`src/rtl/pipe_intr_ifid_skid_fpu_if.sv`:
```
// IF/ID boundary bundle: fetch-side and decode-side handshakes plus flush.
// slave = the skid buffer, master = the surrounding pipeline.
interface pipe_intr_ifid_skid_fpu_if #(
  parameter int DW = 32
);
  logic [DW-1:0] f_pc;
  logic [DW-1:0] f_pc4;
  logic [DW-1:0] f_inst;
  logic          f_valid;
  logic          f_ready;
  logic [DW-1:0] d_pc;
  logic [DW-1:0] d_pc4;
  logic [DW-1:0] d_inst;
  logic          d_valid;
  logic          d_ready;
  logic          d_isbd;
  logic          d_isbr;
  logic          cancel;

  modport slave (
    input  f_pc, f_pc4, f_inst, f_valid,
    input  d_ready, d_isbr, cancel,
    output f_ready,
    output d_pc, d_pc4, d_inst, d_valid, d_isbd
  );

  modport master (
    output f_pc, f_pc4, f_inst, f_valid,
    output d_ready, d_isbr, cancel,
    input  f_ready,
    input  d_pc, d_pc4, d_inst, d_valid, d_isbd
  );
endinterface

```
`src/rtl/pipe_intr_ifid_skid_fpu.sv`:
```
// IF/ID register with a 2-entry skid buffer, flush and
// branch-delay-slot tagging for EPC selection in ID.
module pipe_intr_ifid_skid_fpu #(
  parameter int            DW  = 32,
  parameter logic [DW-1:0] NOP = '0
) (
  input logic                      clk,
  input logic                      clrn,
  pipe_intr_ifid_skid_fpu_if.slave bus
);

  typedef struct packed {
    logic [DW-1:0] pc;
    logic [DW-1:0] pc4;
    logic [DW-1:0] inst;
  } ent_t;

  ent_t r_head;
  ent_t r_skid;
  logic r_hv;
  logic r_sv;
  logic r_hbd;
  logic r_bd;

  ent_t w_fent;
  logic w_acc;
  logic w_con;
  logic w_bd;
  logic w_ld_f;
  logic w_s2h;
  logic w_drain;
  logic w_ld_s;
  logic w_hload;

  assign w_fent  = {bus.f_pc, bus.f_pc4, bus.f_inst};
  assign w_acc   = bus.f_valid & ~r_sv;
  assign w_con   = r_hv & bus.d_ready;

  // successor of a consumed branch takes the flag in the same cycle
  assign w_bd    = r_bd | (w_con & bus.d_isbr);

  assign w_ld_f  = ~bus.cancel & w_acc
                 & (~r_hv | (w_con & ~r_sv));
  assign w_s2h   = ~bus.cancel & w_con & r_sv;
  assign w_drain = ~bus.cancel & w_con & ~r_sv & ~w_acc;
  assign w_ld_s  = ~bus.cancel & r_hv & ~w_con & w_acc;
  assign w_hload = w_ld_f | w_s2h;

  always_ff @(posedge clk or negedge clrn) begin
    if (!clrn) begin
      r_head <= '0;
      r_skid <= '0;
      r_hv   <= 1'b0;
      r_sv   <= 1'b0;
      r_hbd  <= 1'b0;
      r_bd   <= 1'b0;
    end else begin
      unique case (1'b1)
        bus.cancel: begin
          r_hv <= 1'b0;
          r_sv <= 1'b0;
        end
        w_ld_f: begin
          r_head <= w_fent;
          r_hv   <= 1'b1;
        end
        w_s2h: begin
          r_head <= r_skid;
          r_sv   <= 1'b0;
        end
        w_drain: r_hv <= 1'b0;
        w_ld_s: begin
          r_skid <= w_fent;
          r_sv   <= 1'b1;
        end
        default: ;
      endcase
      if (w_hload) r_hbd <= w_bd;
      r_bd <= ~bus.cancel & ~w_hload & w_bd;
    end
  end

  assign bus.f_ready = ~r_sv;
  assign bus.d_pc    = r_head.pc;
  assign bus.d_pc4   = r_head.pc4;
  assign bus.d_inst  = r_hv ? r_head.inst : NOP;
  assign bus.d_valid = r_hv;
  assign bus.d_isbd  = r_hbd & r_hv;

endmodule
```
`src/flat_wrapper.sv`:
```
// flat-port wrapper written by rule: the top's interface ports become plain ports
module pipe_intr_ifid_skid_fpu_flat 
#(
  parameter int            DW  = 32,
  parameter logic [DW-1:0] NOP = '0
)
  (clk, clrn, bus_f_pc, bus_f_pc4, bus_f_inst, bus_f_valid, bus_d_ready, bus_d_isbr, bus_cancel, bus_f_ready, bus_d_pc, bus_d_pc4, bus_d_inst, bus_d_valid, bus_d_isbd);
  pipe_intr_ifid_skid_fpu_if #(.DW(DW)) bus_i ();
  input logic clk;
  input logic clrn;
  input wire logic [$bits(bus_i.f_pc)-1:0] bus_f_pc;
  input wire logic [$bits(bus_i.f_pc4)-1:0] bus_f_pc4;
  input wire logic [$bits(bus_i.f_inst)-1:0] bus_f_inst;
  input wire logic [$bits(bus_i.f_valid)-1:0] bus_f_valid;
  input wire logic [$bits(bus_i.d_ready)-1:0] bus_d_ready;
  input wire logic [$bits(bus_i.d_isbr)-1:0] bus_d_isbr;
  input wire logic [$bits(bus_i.cancel)-1:0] bus_cancel;
  output wire logic [$bits(bus_i.f_ready)-1:0] bus_f_ready;
  output wire logic [$bits(bus_i.d_pc)-1:0] bus_d_pc;
  output wire logic [$bits(bus_i.d_pc4)-1:0] bus_d_pc4;
  output wire logic [$bits(bus_i.d_inst)-1:0] bus_d_inst;
  output wire logic [$bits(bus_i.d_valid)-1:0] bus_d_valid;
  output wire logic [$bits(bus_i.d_isbd)-1:0] bus_d_isbd;
  assign bus_i.f_pc = bus_f_pc;
  assign bus_i.f_pc4 = bus_f_pc4;
  assign bus_i.f_inst = bus_f_inst;
  assign bus_i.f_valid = bus_f_valid;
  assign bus_i.d_ready = bus_d_ready;
  assign bus_i.d_isbr = bus_d_isbr;
  assign bus_i.cancel = bus_cancel;
  assign bus_f_ready = bus_i.f_ready;
  assign bus_d_pc = bus_i.d_pc;
  assign bus_d_pc4 = bus_i.d_pc4;
  assign bus_d_inst = bus_i.d_inst;
  assign bus_d_valid = bus_i.d_valid;
  assign bus_d_isbd = bus_i.d_isbd;
  pipe_intr_ifid_skid_fpu #(.DW(DW), .NOP(NOP)) u_core (.clk(clk), .clrn(clrn), .bus(bus_i));
endmodule
```
`config.mk`:
```
export PLATFORM = sky130hd
export DESIGN_NAME = pipe_intr_ifid_skid_fpu_flat
export DESIGN_NICKNAME = d
export VERILOG_FILES = /design/src/rtl/pipe_intr_ifid_skid_fpu_if.sv /design/src/rtl/pipe_intr_ifid_skid_fpu.sv /design/src/flat_wrapper.sv
export SDC_FILE = /design/constraint.sdc
export NUM_CORES = 1
export LEC_CHECK = 0
export CORE_AREA = 8 8 129 160
export CTS_BUF_LIST = sky130_fd_sc_hd__clkbuf_4 sky130_fd_sc_hd__clkbuf_8
export DETAILED_ROUTE_END_ITERATION = 16
export DIE_AREA = 0 0 137 168
export PLACE_DENSITY = 0.81
export SLEW_MARGIN = 20
export SYNTH_ARGS = -nofsm -noshare
export SYNTH_HDL_FRONTEND = slang
export SYNTH_SLANG_ARGS = --single-unit
```
`constraint.sdc`:
```
create_clock -name clk -period 5.3 [get_ports clk]
set_clock_uncertainty 0.05 [all_clocks]
set_input_delay 1.06 -clock clk [delete_from_list [all_inputs] [get_ports clk]]
set_output_delay 1.06 -clock clk [all_outputs]
set_load 0.05 [all_outputs]
```
# == Yosys cells after proc, flatten, opt, wreduce, memory -nomap -nowiden ==
# Index checks and enable logic that the tools add are counted.
# op_classes
mux,4
bitwise_logic,25
reduce_logical,5
# op_table
op,count
96-bit case mux with 2 select lines,1
32-bit two-way mux,1
1-bit bitwise AND,16
1-bit NOT,6
2-bit nonzero test,3
1-bit case mux with 2 select lines,2
2-bit OR reduction,2
1-bit bitwise OR,3
# word_totals
ff_bits,196
in_bits,102
output_inout_bits,99
wordCells,44

# == Logic depth before layout (Yosys ltp) ==
# logic_depth
ltp_word,8
mapped_depth,6
mapped_depth_nobuf,3

# == Worst setup path before layout ==
# Ideal clock, no wire load.
# synth_path
kind,register -> output
start,"register u_core.r_hv, in the netlist u_core.bus.d_valid"
end,output bus_d_inst[0]
t_arrival_ns,1.638
required_time_ns,4.190
slack_ns,2.552
path_stages_with_launch,4
path_cell_list,dfrtp_1 > clkbuf_1 > clkbuf_1 > and2_1
# synth_via
elab_chain_len,1
# synth_lines
element,line,source
start: declaration,pipe_intr_ifid_skid_fpu.sv:20,logic r_hv;
start signal: assignment,pipe_intr_ifid_skid_fpu.sv:53,r_hv <= 1'b0;
start signal: assignment,pipe_intr_ifid_skid_fpu.sv:60,r_hv <= 1'b0;
start signal: assignment,pipe_intr_ifid_skid_fpu.sv:65,r_hv <= 1'b1;
32-bit two-way mux,pipe_intr_ifid_skid_fpu.sv:86,assign bus.d_inst = r_hv ? r_head.inst : NOP;
end: declaration,flat_wrapper.sv:21,output wire logic [$bits(bus_i.d_inst)-1:0] bus_d_inst;
# Every way passes these cells.

# == Worst setup path in the final report ==
# layout_path
start,"register u_core.r_hv, in the netlist u_core.bus.d_valid"
end,output bus_d_inst[27]
# The elaborated chain is that of the path after synthesis.

==> summary.md <==
| Metric | Value |
|---|---|
| Final setup violating endpoints | `0` |
| Setup tns final | `0 ns` |
| Slew @ Worst Pin | `between 1 and 1.5 ns` |
| Via count | `5251` |
| Crit Path Class | `register to primary output` |
| Longest Clk Path Bufs | `2` |
| Routed via count divided by cell count | `5.225` |
| Most Used Layer, Global Route | `met2` |
| Setup repair after global routing missed its margin | `no` |
| Met2 capacity usage during global routing | `30.34%` |
| Number of antenna violations at the first check in global routing | `2` |
| Most common library cell in the layout ignoring fill and taps | `mux2_2` |
| CTS sink count | `slightly below 200` |
| Number of hold violations in the final report | `0` |
| Total number of yosys warnings | `0` |
| Worst Hold Class | `register to register` |
| Die width | `around 140 um` |
| Total global-route track usage | `~18%` |
| Wire length of the first global-routing pass | `31990 um` |
| Fin crit share | `between 60 and 70%` |
| WL/cell | `between 15 and 20 um` |
| GR Util met1 | `19.90%` |
| Cell type of the slowest stage on the worst timing path | `clkdlybuf4s50_1` |
| Stage delay of the slowest cell on the critical path | `0.84 ns` |
| Num ports | `201` |
| Number of H-tree levels | `4` |
| Startpoint of the worst register-to-register path | `u_core.bus.d_valid` |
| Endpoint of the worst register-to-register path | `u_core.r_head[26]` |
| Root buffer cell | `clkbuf_8` |
| Met3 global-route usage | `4.348%` |
| Capturing instance or port of the critical path | `bus_d_inst[27]` |
| Area of the placeable core | `18030 um^2` |
| Slew Limit Headroom | `between 30% and 40%` |
| Reported max-cap violation count | `0` |
| Total nets after synthesis | `737` |
| Detailed-placement wirelength estimate | `13800 um` |
| Die area | `approximately 23000 um^2` |
| Number of instances in the synthesized netlist | `635` |
| Top FF cell, synth | `dfrtp_1` |
| Worst setup path startpoint | `u_core.bus.d_valid` |
| Maximum resistive drop on vdd | `0.2301 mV` |
| Status | `complete, no violations` |
| Pint | `0.002819 W` |
| Cell count of the worst reg-to-reg path | `4` |
| Number of storage elements in the synthesis netlist | `between 150 and 200` |
| Hold Slack | `0.4579 ns` |
| Fin util | `a little over three fifths` |
| Number of global-route vias before repair | `6062` |
| Share of flip-flops with an asynchronous set or reset after synthesis | `100.0%` |
| Number of enable flip-flop cells after synthesis | `0` |
| Resized cells post-CTS | `0` |
| Data arrival, critical path | `between 2 and 2.5 ns` |
| Cells traversed along the worst timing path | `and2_1, clkdlybuf4s50_1` |
| Most used cells in the layout excluding fill and tap cells | `238 x mux2_2, 199 x clkdlybuf4s50_1, 195 x dfrtp_1, 33 x and2_1, 28 x mux2_1` |
| Die boundary height | `between 150 and 200 um` |
| Worst reg-to-reg setup slack | `2.33 ns` |
| Clock insertion delay at the later pin of the skew report | `0.45 ns` |
| Maximum number of pins on one net before global-route repair | `116` |
| Net Sw Frac | `between 30% and 40%` |
| Static Leakage | `approximately 4.8 nW` |
| Netlist Area Pre-Place | `9229 um^2` |
| Final Critical Period | `about 3.5 ns` |
| Sequential fraction of design power | `47.8%` |
| Drc violations | `0` |
| Pwr per Cell Area | `379.5 nW/um^2` |
| Type of element capturing the critical path | `primary output` |
| Power share of the combinational group | `31.1%` |
| Register clock-pin slew on the reported worst setup and hold paths | `about 0.10 ns` |
| Clk network pwr share | `between 20% and 30%` |
| Number of clock buffers inserted by TritonCTS | `17` |
| Placement Rows | `55` |
| Dpl cells | `about 1000` |
| Post-CTS setup-driven buffer insertion count | `0` |
| Synthesis-to-finish area growth | `22.30%` |
| CTS Hold Bufs | `0` |
| Detailed Route Iter0 Violations | `255` |
| CP Launch Type | `register` |
| # nets final | `864` |
| Buf+Inv Stages, Crit Path | `1` |
| Switching power of the nets | `about 0.0015 W` |
| Sum of overflow across all layers after global routing | `0` |
| Tot Pwr | `0.004283 W` |
| Final number of max-transition violations | `0` |
| Yosys cell types | `26` |
| Count of buffers from port buffering | `200` |
| Critical path depth | `2` |
| Seq/Total Area, Yosys | `53.15%` |
| CP Max Fanout | `between 40 and 50` |
| Placer's final routability congestion estimate | `0.7774` |
| Critical path required time | `4.19 ns` |
| Top delay family on crit path | `buffers and inverters` |
| Detailed-router iteration count before antenna repair | `4` |
| Initial core utilization | `51.19%` |
| Post-route non-filler standard cell count | `1005` |
| Highest attainable clock frequency | `288.6 MHz` |
| TritonCTS clock tree | `yes` |
| Routed wire length | `19760 um` |
| Share of final-layout standard cells stronger than drive strength 1 | `about two fifths` |
| Synthesized area per cell | `around 15 um^2` |
| Post-route ant nets | `0` |
==> cells in the mapped netlist (2+ instances only) <==
master | count | area (um^2)
a21oi_1 | 2 | 10.01
a31oi_1 | 2 | 12.51
and2_1 | 33 | 206.5
buf_1 | 3 | 11.26
buf_2 | 20 | 100.1
buf_4 | 65 | 488.0
buf_6 | 4 | 45.04
clkbuf_1 | 7 | 26.28
dfrtp_1 | 196 | 4905
inv_1 | 3 | 11.26
mux2_1 | 28 | 315.3
mux2_2 | 238 | 2680
mux2_4 | 20 | 300.3
nand2_1 | 2 | 7.510
==> routing by layer <==
layer	routed length (um)	vias up
met5	0	-
met4	682	0
met3	1033	39
met2	10370	140
met1	7676	2664
li1	-	2408
==> layout make-up <==
cell class                 instances  area [um^2]
fill                            1363         6743
clock buffer                      18        247.7
tap                              228        285.3
multi-input combinational        337         3657
timing repair buffer             207         2058
clock inverter                    14        116.4
sequential                       196         4906
antenna                            2        5.005
inverter                           3        11.26
==> power by group through the flow <==
| stage | clock [W] | combinational (W) | sequential [W] |
|---|---|---|---|
| 2_1_floorplan | 0 | 0.00106 | 0.00200 |
| 3_3_place_gp | 0 | 0.00132 | 0.00205 |
| 3_5_place_dp | 0 | 0.00135 | 0.00208 |
| 4_1_cts | 0.000938 | 0.00136 | 0.00205 |
| 5_1_grt | 0.000994 | 0.00140 | 0.00209 |
| 6_report | 0.000903 | 0.00133 | 0.00205 |
==> worst min-delay path by stage <==
stage,start,to,depth (start not counted),slack (ns)
4_1_cts,u_core.r_skid[26],u_core.r_skid[26],1,0.46
6_report,u_core.r_skid[2],u_core.r_skid[2],1,0.46
5_1_grt,u_core.r_skid[79],u_core.r_skid[79],1,0.48
3_5_place_dp,u_core.r_skid[3],u_core.r_skid[3],1,0.44
3_3_place_gp,u_core.r_skid[4],u_core.r_skid[4],1,0.43
2_1_floorplan,u_core.r_skid[2],u_core.r_skid[2],1,0.42
==> flip-flops by register name, summed over array words and instances (netlist names) <==
| name | cells |
|---|---|
| u_core.bus.d_pc4 | 32 |
| u_core.r_bd | 1 |
| u_core.r_sv | 1 |
| u_core.r_skid | 96 |
| u_core.r_head | 32 |
| u_core.r_hbd | 1 |
| u_core.bus.d_valid | 1 |
| u_core.bus.d_pc | 32 |
==> worst reg2reg max path, delay by kind of cell, from the launching register on <==
kind,cells,cell delay [ns]
AND/OR/NAND/NOR,1,0.77
multiplexers,2,0.66
buffers and inverters,1,0.60
flip-flops,1,0.79
==> cells by family after synthesis <==
family	Yosys count	synth area share, %
muxes	287	35.82
buffers and inverters	102	7.389
AOI/OAI and AO/OA	8	0.5965
DFF	196	53.15
and+or+nand+nor	42	3.050
==> per-stage QoR <==
| stage | area [um^2] | worst slack (ns) |
|---|---|---|
| 3_5_place_dp | 10920 | 1.433 |
| 2_1_floorplan | 9229 | 2.552 |
| 5_1_grt | 11290 | 1.700 |
| 3_3_place_gp | 10920 | 1.462 |
| 4_1_cts | 11280 | 1.752 |
| 6_report | 11290 | 1.835 |
Note: power is estimated with default switching activity, not from simulation.
